## config.mk

```make
export PLATFORM = sky130hd
export DESIGN_NAME = mul_div_unit
export DESIGN_NICKNAME = d
export VERILOG_FILES = /design/src/rtl/mul_div_pkg.sv /design/src/rtl/mul_div_unit.sv
export SDC_FILE = /design/constraint.sdc
export NUM_CORES = 1
export LEC_CHECK = 0
export CORE_ASPECT_RATIO = 0.7
export CORE_MARGIN = 2
export CORE_UTILIZATION = 35
export CTS_CLUSTER_SIZE = 14
export DETAILED_ROUTE_END_ITERATION = 12
export PLACE_DENSITY = 0.5
export RECOVER_POWER = 100
export SLEW_MARGIN = 20
export SYNTH_ARGS = -nofsm -noshare
export SYNTH_HDL_FRONTEND = slang
export SYNTH_SLANG_ARGS = --single-unit
export TNS_END_PERCENT = 100
```

## constraint.sdc

```tcl
create_clock -name clk -period 6.7 [get_ports clk]
set_input_delay 1.34 -clock clk [delete_from_list [all_inputs] [get_ports clk]]
set_output_delay 1.34 -clock clk [all_outputs]
set_load 0.005 [all_outputs]
```

## src/rtl/mul_div_pkg.sv

```systemverilog
// Shared encodings for the iterative multiply/divide stage.
package mul_div_pkg;

  // Operation select as driven by the decoder.
  typedef enum logic [1:0] {
    OP_MUL  = 2'd0,  // signed x signed -> 2W product
    OP_MULU = 2'd1,  // unsigned x unsigned -> 2W product
    OP_DIV  = 2'd2,  // signed dividend / unsigned divisor, floored
    OP_NONE = 2'd3   // reserved, never starts an operation
  } op_e;

  // Control FSM states.
  typedef enum logic [1:0] {
    S_IDLE = 2'd0,
    S_RUN  = 2'd1,
    S_DONE = 2'd2
  } state_e;

  localparam int DEFAULT_WIDTH = 32;

  // Bits needed for a step counter running 0..w-1.
  function automatic int cnt_width(input int w);
    return (w <= 2) ? 1 : $clog2(w);
  endfunction

endpackage

```

## src/rtl/mul_div_unit.sv

```systemverilog
// Iterative multiply/divide unit: one shift-add or shift-subtract step per
// cycle over a single shared 2*WIDTH accumulator. Signs are stripped before
// the loop and restored combinationally on the RUN->DONE transition.
module mul_div_unit
  import mul_div_pkg::*;
#(
  parameter int WIDTH = DEFAULT_WIDTH
) (
  input  logic             clk,
  input  logic             rst,      // asynchronous, active-low
  input  logic             start,
  input  logic [1:0]       op,
  input  logic [WIDTH-1:0] x,
  input  logic [WIDTH-1:0] y,
  output logic             stall,
  output logic             done,
  output logic [WIDTH-1:0] res_lo,
  output logic [WIDTH-1:0] res_hi
);

  localparam int CW = cnt_width(WIDTH);
  localparam logic [CW-1:0] LAST_STEP = CW'(WIDTH - 1);

  state_e             state_q, state_d;
  logic [CW-1:0]      count_q, count_d;
  op_e                op_q, op_d;
  logic               neg_q, neg_d;      // result must be sign-corrected
  logic               dz_q, dz_d;        // divide by zero
  logic [WIDTH-1:0]   opnd_q, opnd_d;    // multiplicand magnitude or divisor
  logic [WIDTH-1:0]   x_q, x_d;          // raw dividend, returned on y==0
  logic [2*WIDTH-1:0] acc_q, acc_d;
  logic [WIDTH-1:0]   res_lo_q, res_lo_d;
  logic [WIDTH-1:0]   res_hi_q, res_hi_d;

  op_e                op_in;
  logic               start_ok;
  logic [WIDTH-1:0]   x_abs, y_abs;
  logic [WIDTH:0]     mul_sum;
  logic [2*WIDTH-1:0] mul_step;
  logic [WIDTH:0]     rem_sh;
  logic               div_ge;
  logic [WIDTH-1:0]   rem_sub;
  logic [2*WIDTH-1:0] div_step;
  logic [2*WIDTH-1:0] step;
  logic [2*WIDTH-1:0] prod;
  logic [WIDTH-1:0]   q_raw, r_raw;

  // Operand magnitudes and the datapath step for both operations.
  always_comb begin
    op_in    = op_e'(op);
    start_ok = start && (op_in != OP_NONE);
    // WIDTH-bit negation is exact as an unsigned magnitude, including for
    // the most-negative value (its magnitude is 2^(WIDTH-1)).
    x_abs    = x[WIDTH-1] ? -x : x;
    y_abs    = y[WIDTH-1] ? -y : y;
    // Shift-add: low half holds the remaining multiplier bits, the high
    // half accumulates; the carry out lands in the top bit on the shift.
    mul_sum  = {1'b0, acc_q[2*WIDTH-1:WIDTH]} + {1'b0, opnd_q};
    mul_step = acc_q[0] ? {mul_sum, acc_q[WIDTH-1:1]}
                        : {1'b0, acc_q[2*WIDTH-1:1]};
    // Restoring division: high half is the partial remainder, low half
    // shifts dividend bits out and quotient bits in.
    rem_sh   = acc_q[2*WIDTH-1:WIDTH-1];
    div_ge   = (rem_sh >= {1'b0, opnd_q});
    // rem_sh < 2*divisor, so the difference always fits in WIDTH bits.
    rem_sub  = rem_sh[WIDTH-1:0] - opnd_q;
    div_step = div_ge ? {rem_sub, acc_q[WIDTH-2:0], 1'b1}
                      : {rem_sh[WIDTH-1:0], acc_q[WIDTH-2:0], 1'b0};
    step     = (op_q == OP_DIV) ? div_step : mul_step;
    prod     = neg_q ? -step : step;
    q_raw    = step[WIDTH-1:0];
    r_raw    = step[2*WIDTH-1:WIDTH];
  end

  // Next-state, operand capture, iteration and result correction.
  always_comb begin
    state_d  = state_q;
    count_d  = count_q;
    op_d     = op_q;
    neg_d    = neg_q;
    dz_d     = dz_q;
    opnd_d   = opnd_q;
    x_d      = x_q;
    acc_d    = acc_q;
    res_lo_d = res_lo_q;
    res_hi_d = res_hi_q;
    case (state_q)
      S_IDLE: begin
        if (start_ok) begin
          state_d = S_RUN;
          count_d = '0;
          op_d    = op_in;
          x_d     = x;
          dz_d    = 1'b0;
          neg_d   = 1'b0;
          case (op_in)
            OP_MUL: begin
              opnd_d = x_abs;
              acc_d  = {{WIDTH{1'b0}}, y_abs};
              neg_d  = x[WIDTH-1] ^ y[WIDTH-1];
            end
            OP_MULU: begin
              opnd_d = x;
              acc_d  = {{WIDTH{1'b0}}, y};
            end
            default: begin
              opnd_d = y;
              acc_d  = {{WIDTH{1'b0}}, x_abs};
              neg_d  = x[WIDTH-1];
              dz_d   = (y == '0);
            end
          endcase
        end
      end
      S_RUN: begin
        acc_d   = step;
        count_d = count_q + CW'(1);
        if (count_q == LAST_STEP) begin
          state_d = S_DONE;
          if (op_q == OP_DIV) begin
            if (dz_q) begin
              res_lo_d = '1;
              res_hi_d = x_q;
            end else if (neg_q && (r_raw != '0)) begin
              // floor: q = -(q'+1) == ~q', r = y - r'
              res_lo_d = ~q_raw;
              res_hi_d = opnd_q - r_raw;
            end else if (neg_q) begin
              res_lo_d = -q_raw;
              res_hi_d = '0;
            end else begin
              res_lo_d = q_raw;
              res_hi_d = r_raw;
            end
          end else begin
            res_lo_d = prod[WIDTH-1:0];
            res_hi_d = prod[2*WIDTH-1:WIDTH];
          end
        end
      end
      S_DONE:  state_d = S_IDLE;
      default: state_d = S_IDLE;
    endcase
  end

  // State and datapath registers with asynchronous clear.
  always_ff @(posedge clk or negedge rst) begin
    if (!rst) begin
      state_q  <= S_IDLE;
      count_q  <= '0;
      op_q     <= OP_MUL;
      neg_q    <= 1'b0;
      dz_q     <= 1'b0;
      opnd_q   <= '0;
      x_q      <= '0;
      acc_q    <= '0;
      res_lo_q <= '0;
      res_hi_q <= '0;
    end else begin
      state_q  <= state_d;
      count_q  <= count_d;
      op_q     <= op_d;
      neg_q    <= neg_d;
      dz_q     <= dz_d;
      opnd_q   <= opnd_d;
      x_q      <= x_d;
      acc_q    <= acc_d;
      res_lo_q <= res_lo_d;
      res_hi_q <= res_hi_d;
    end
  end

  assign stall  = (state_q == S_IDLE && start_ok) || (state_q == S_RUN);
  assign done   = (state_q == S_DONE);
  assign res_lo = res_lo_q;
  assign res_hi = res_hi_q;

endmodule

```

==> flow_summary.toml <==
[placement]
dpl_wire_length_mm = 72.8
globalplace.congestion = 0.967
count_of_input_and_output_buffers = 134

[synth]
yosys_warnings = 0
netlist_top_cells_area = "sky130_fd_sc_hd__dfrtp_1 25%, sky130_fd_sc_hd__o21ai_0 6.3%, sky130_fd_sc_hd__nand2_1 6.2%"
syn_avg_cell_area_um2 = 7.60
post_synth_instance_area_um2 = 20500
synthesized_nets = 2857
yosysSeqAreaShare_pct = 24.8
netlist.area_leader.share_pct = 24.8
asyncSetResetFlopFracSynth_pct = 100
synthDistinctLibCells = 105
synth.ff_latch_count = 203
ys_dominant_reg_cell = "sky130_fd_sc_hd__dfrtp_1"
synth_cells = 2700
synth_enable_flop_cells = 0
synth_area_leader_cell = "sky130_fd_sc_hd__dfrtp_1"

[drt]
wirelength_mm = 94.7
post_drt_via_cell_ratio = 6.19
drt_pass1_iterations = 6
via_count = 22100
drcViolationCount = 0
detailedRoute.firstIterationViolations = 2863
wl_per_cell_um = 26.5
ant_nets = 0

[grt]
globalRoute.busiestLayer = "met1"
global_route.overflow_total = 0
grtUsageMet2_pct = 42.8
grt_first_pass_wirelength_mm = 138
grt_util_met3_pct = 4.90
use_met1_pct = 47.5
maximum_number_of_pins_on_one_net_before_global_route_repair = 111
initial_antenna_violation_count = 7
globalRouteTotalUtil_pct = 30.3
grt_pass1_vias = 20200

[cts]
insertion_delay_ns = 0.58
numClockSinks = 203
clock_path_buffers = 3
cts_buffers = 25
htree_levels = 1
cts.repair.resized = 0
postCtsHoldBufs = 0
clkTransAtPathRegs_ns = 0.07
post-cts-setup-buffer-count = 0
cts_tree = "done"
clockRootBuffer = "sky130_fd_sc_hd__clkbuf_16"

[critical_path]
timing.critical_path.arrival_ns = 6.72
cp_max_fo = 9
worstPathRequired_ns = 7.12
crit_path_start_kind = "flop"
critical_path.endpoint_type = "flop"
r2r_start = "opnd_q[15]$_DFFE_PN0P_"
critical_path_class = "flop to flop"
setup.reg_to_reg.worst_slack_ns = 0.40
reg2reg_depth = 24
r2r_end = "res_hi[25]$_DFFE_PN0P_"

[finish]
fraction_of_layout_instances_using_a_drive_strength_above_1_pct = 9.91
synthToLayoutAreaGrowth_pct = 16.2
layout.cells.most_common = "sky130_fd_sc_hd__nand2_1"
nNetsFinal = 2944
final_cell_mix = "337 x sky130_fd_sc_hd__nand2_1, 262 x sky130_fd_sc_hd__o21ai_0, 223 x sky130_fd_sc_hd__a21oi_1"

[timing]
fin_worst_skew_ns = 0.0373
slew_headroom_pct = -232
final_hold_violating_endpoints = 0
final.min_clock_period_ns = 6.30
finalHoldWorstSlack_ns = 0.469
totalNegativeSetupSlack_ns = 0
timing.final.crit_share_pct = 94.0
clock.fmax_mhz = 159
worst_pin_slew_ns = 4.97
setup-violations-final = 0
final-max-slew-violation-count = 321
unrepaired_setup_endpoints_after_global_routing = "false"

[status]
status = "complete, but fails checks"
failed_checks = "max-capacitance violations, max-slew violations"

[min_path]
hold_end = "res_lo[25]$_DFFE_PN0P_"
hp-class = "flop to flop"
holdPathStages = 2
hold_path.startpoint = "res_lo[25]$_DFFE_PN0P_"

[die]
die_x_um = 293
ios = 135
initial_core_util_pct = 35.3
placementRows = 74
core-area_um2 = 58100
die_y_um = 207
dieArea_um2 = 60600

[run]
cap_viol_max_count = 6
[worst max-delay path: stages (launching register included)]
cell	delay (ns)
sky130_fd_sc_hd__dfrtp_1	0.46
sky130_fd_sc_hd__inv_1	0.15
sky130_fd_sc_hd__ha_1	0.43
sky130_fd_sc_hd__nand4_1	0.26
sky130_fd_sc_hd__nor2_1	0.15
sky130_fd_sc_hd__a221oi_2	0.46
sky130_fd_sc_hd__a21oi_2	0.16
sky130_fd_sc_hd__buf_4	0.20
sky130_fd_sc_hd__o21ai_0	0.32
sky130_fd_sc_hd__a31oi_1	0.16
sky130_fd_sc_hd__inv_1	0.11
sky130_fd_sc_hd__ha_1	0.18
sky130_fd_sc_hd__inv_1	0.08
sky130_fd_sc_hd__o21ai_0	0.18
sky130_fd_sc_hd__o21ai_0	0.21
sky130_fd_sc_hd__a2111oi_1	0.40
sky130_fd_sc_hd__o31ai_1	0.17
sky130_fd_sc_hd__and2_1	0.25
sky130_fd_sc_hd__a2111oi_4	0.50
sky130_fd_sc_hd__buf_4	0.21
sky130_fd_sc_hd__o21ai_2	0.09
sky130_fd_sc_hd__a41oi_2	0.35
sky130_fd_sc_hd__or3_1	0.26
sky130_fd_sc_hd__a2111oi_2	0.09
sky130_fd_sc_hd__a211o_1	0.31
[flip-flops by register name, indices dropped and copies added, names as in the netlist]
register	cells
state_q	2
dz_q	1
opnd_q	32
res_lo	32
acc_q	64
op_q	2
neg_q	1
res_hi	32
count_q	5
x_q	32
[how the worst max path moves through the flow]
stage | from | end | slack, ns | depth (start not counted)
floorplan | op_q[0]$_DFFE_PN0P_ | res_hi[26]$_DFFE_PN0P_ | 0.93 | 22
global placement | opnd_q[31]$_DFFE_PN0P_ | res_hi[25]$_DFFE_PN0P_ | 0.43 | 23
detailed placement | opnd_q[31]$_DFFE_PN0P_ | res_hi[25]$_DFFE_PN0P_ | 0.35 | 24
CTS | opnd_q[1]$_DFFE_PN0P_ | res_hi[31]$_DFFE_PN0P_ | 0.29 | 23
global route | opnd_q[10]$_DFFE_PN0P_ | res_hi[31]$_DFFE_PN0P_ | 0.01 | 23
finish | opnd_q[15]$_DFFE_PN0P_ | res_hi[25]$_DFFE_PN0P_ | 0.40 | 24
[through the flow]
| stage | std cells | setup WS, ns | instance area, µm² | util, % |
|---|---|---|---|---|
| 2_1_floorplan | 2700 | 0.929 | 20500 | - |
| 3_3_place_gp | 3520 | 0.426 | 23000 | 39.5 |
| 3_5_place_dp | 3520 | 0.347 | 23000 | 39.5 |
| 4_1_cts | 3564 | 0.292 | 23800 | 40.9 |
| 5_1_grt | 3565 | 0.0149 | 23800 | 41.0 |
| 6_report | 3569 | 0.399 | 23800 | 41.0 |
[metal layers]
metal,up-vias,part of all wire (%)
li1,10100,-
met1,10800,49
met2,1050,40
met3,119,8.5
met4,2,2.4
met5,-,0.0084
[synth_stat cells (48+ instances only)]
| cell type | count |
|---|---|
| sky130_fd_sc_hd__a21oi_1 | 223 |
| sky130_fd_sc_hd__ha_1 | 86 |
| sky130_fd_sc_hd__nor2_1 | 177 |
| sky130_fd_sc_hd__clkbuf_1 | 136 |
| sky130_fd_sc_hd__inv_1 | 80 |
| sky130_fd_sc_hd__xor2_1 | 74 |
| sky130_fd_sc_hd__xnor2_1 | 109 |
| sky130_fd_sc_hd__or3_1 | 50 |
| sky130_fd_sc_hd__o21ai_0 | 260 |
| sky130_fd_sc_hd__o31ai_1 | 48 |
| sky130_fd_sc_hd__nand3_1 | 49 |
| sky130_fd_sc_hd__nor3_1 | 64 |
| sky130_fd_sc_hd__nand2_1 | 337 |
| sky130_fd_sc_hd__dfrtp_1 | 203 |
[cells by family (layout without fill, tap and decap cells)]
logic type                 after synthesis  after routing  share of synthesized area [%]
AOI/OAI and AO/OA                      979            979                           31.3
xor gates and xnor gates               183            183                           7.81
adders and majority gates               98             98                           5.94
buffers and inverters                  280            384                           5.65
DFF                                    203            203                           24.8
muxes                                   82             82                           4.23
other                                    0              5                              0
and+or+nand+nor                        875            875                           20.3
[layout make-up]
| class | count | area [µm²] |
|---|---|---|
| fill | 5995 | 34300 |
| multi-input combinational | 2217 | 14400 |
| sequential | 203 | 5080 |
| timing repair buffer | 259 | 2290 |
| tap | 760 | 951 |
| clock buffer | 30 | 684 |
| inverter | 81 | 304 |
| clock inverter | 14 | 126 |
| antenna | 5 | 12.5 |
Power is left out: the tool's default activity adds up to more than one toggle a clock period on the data nets, which glitch-free logic cannot reach.
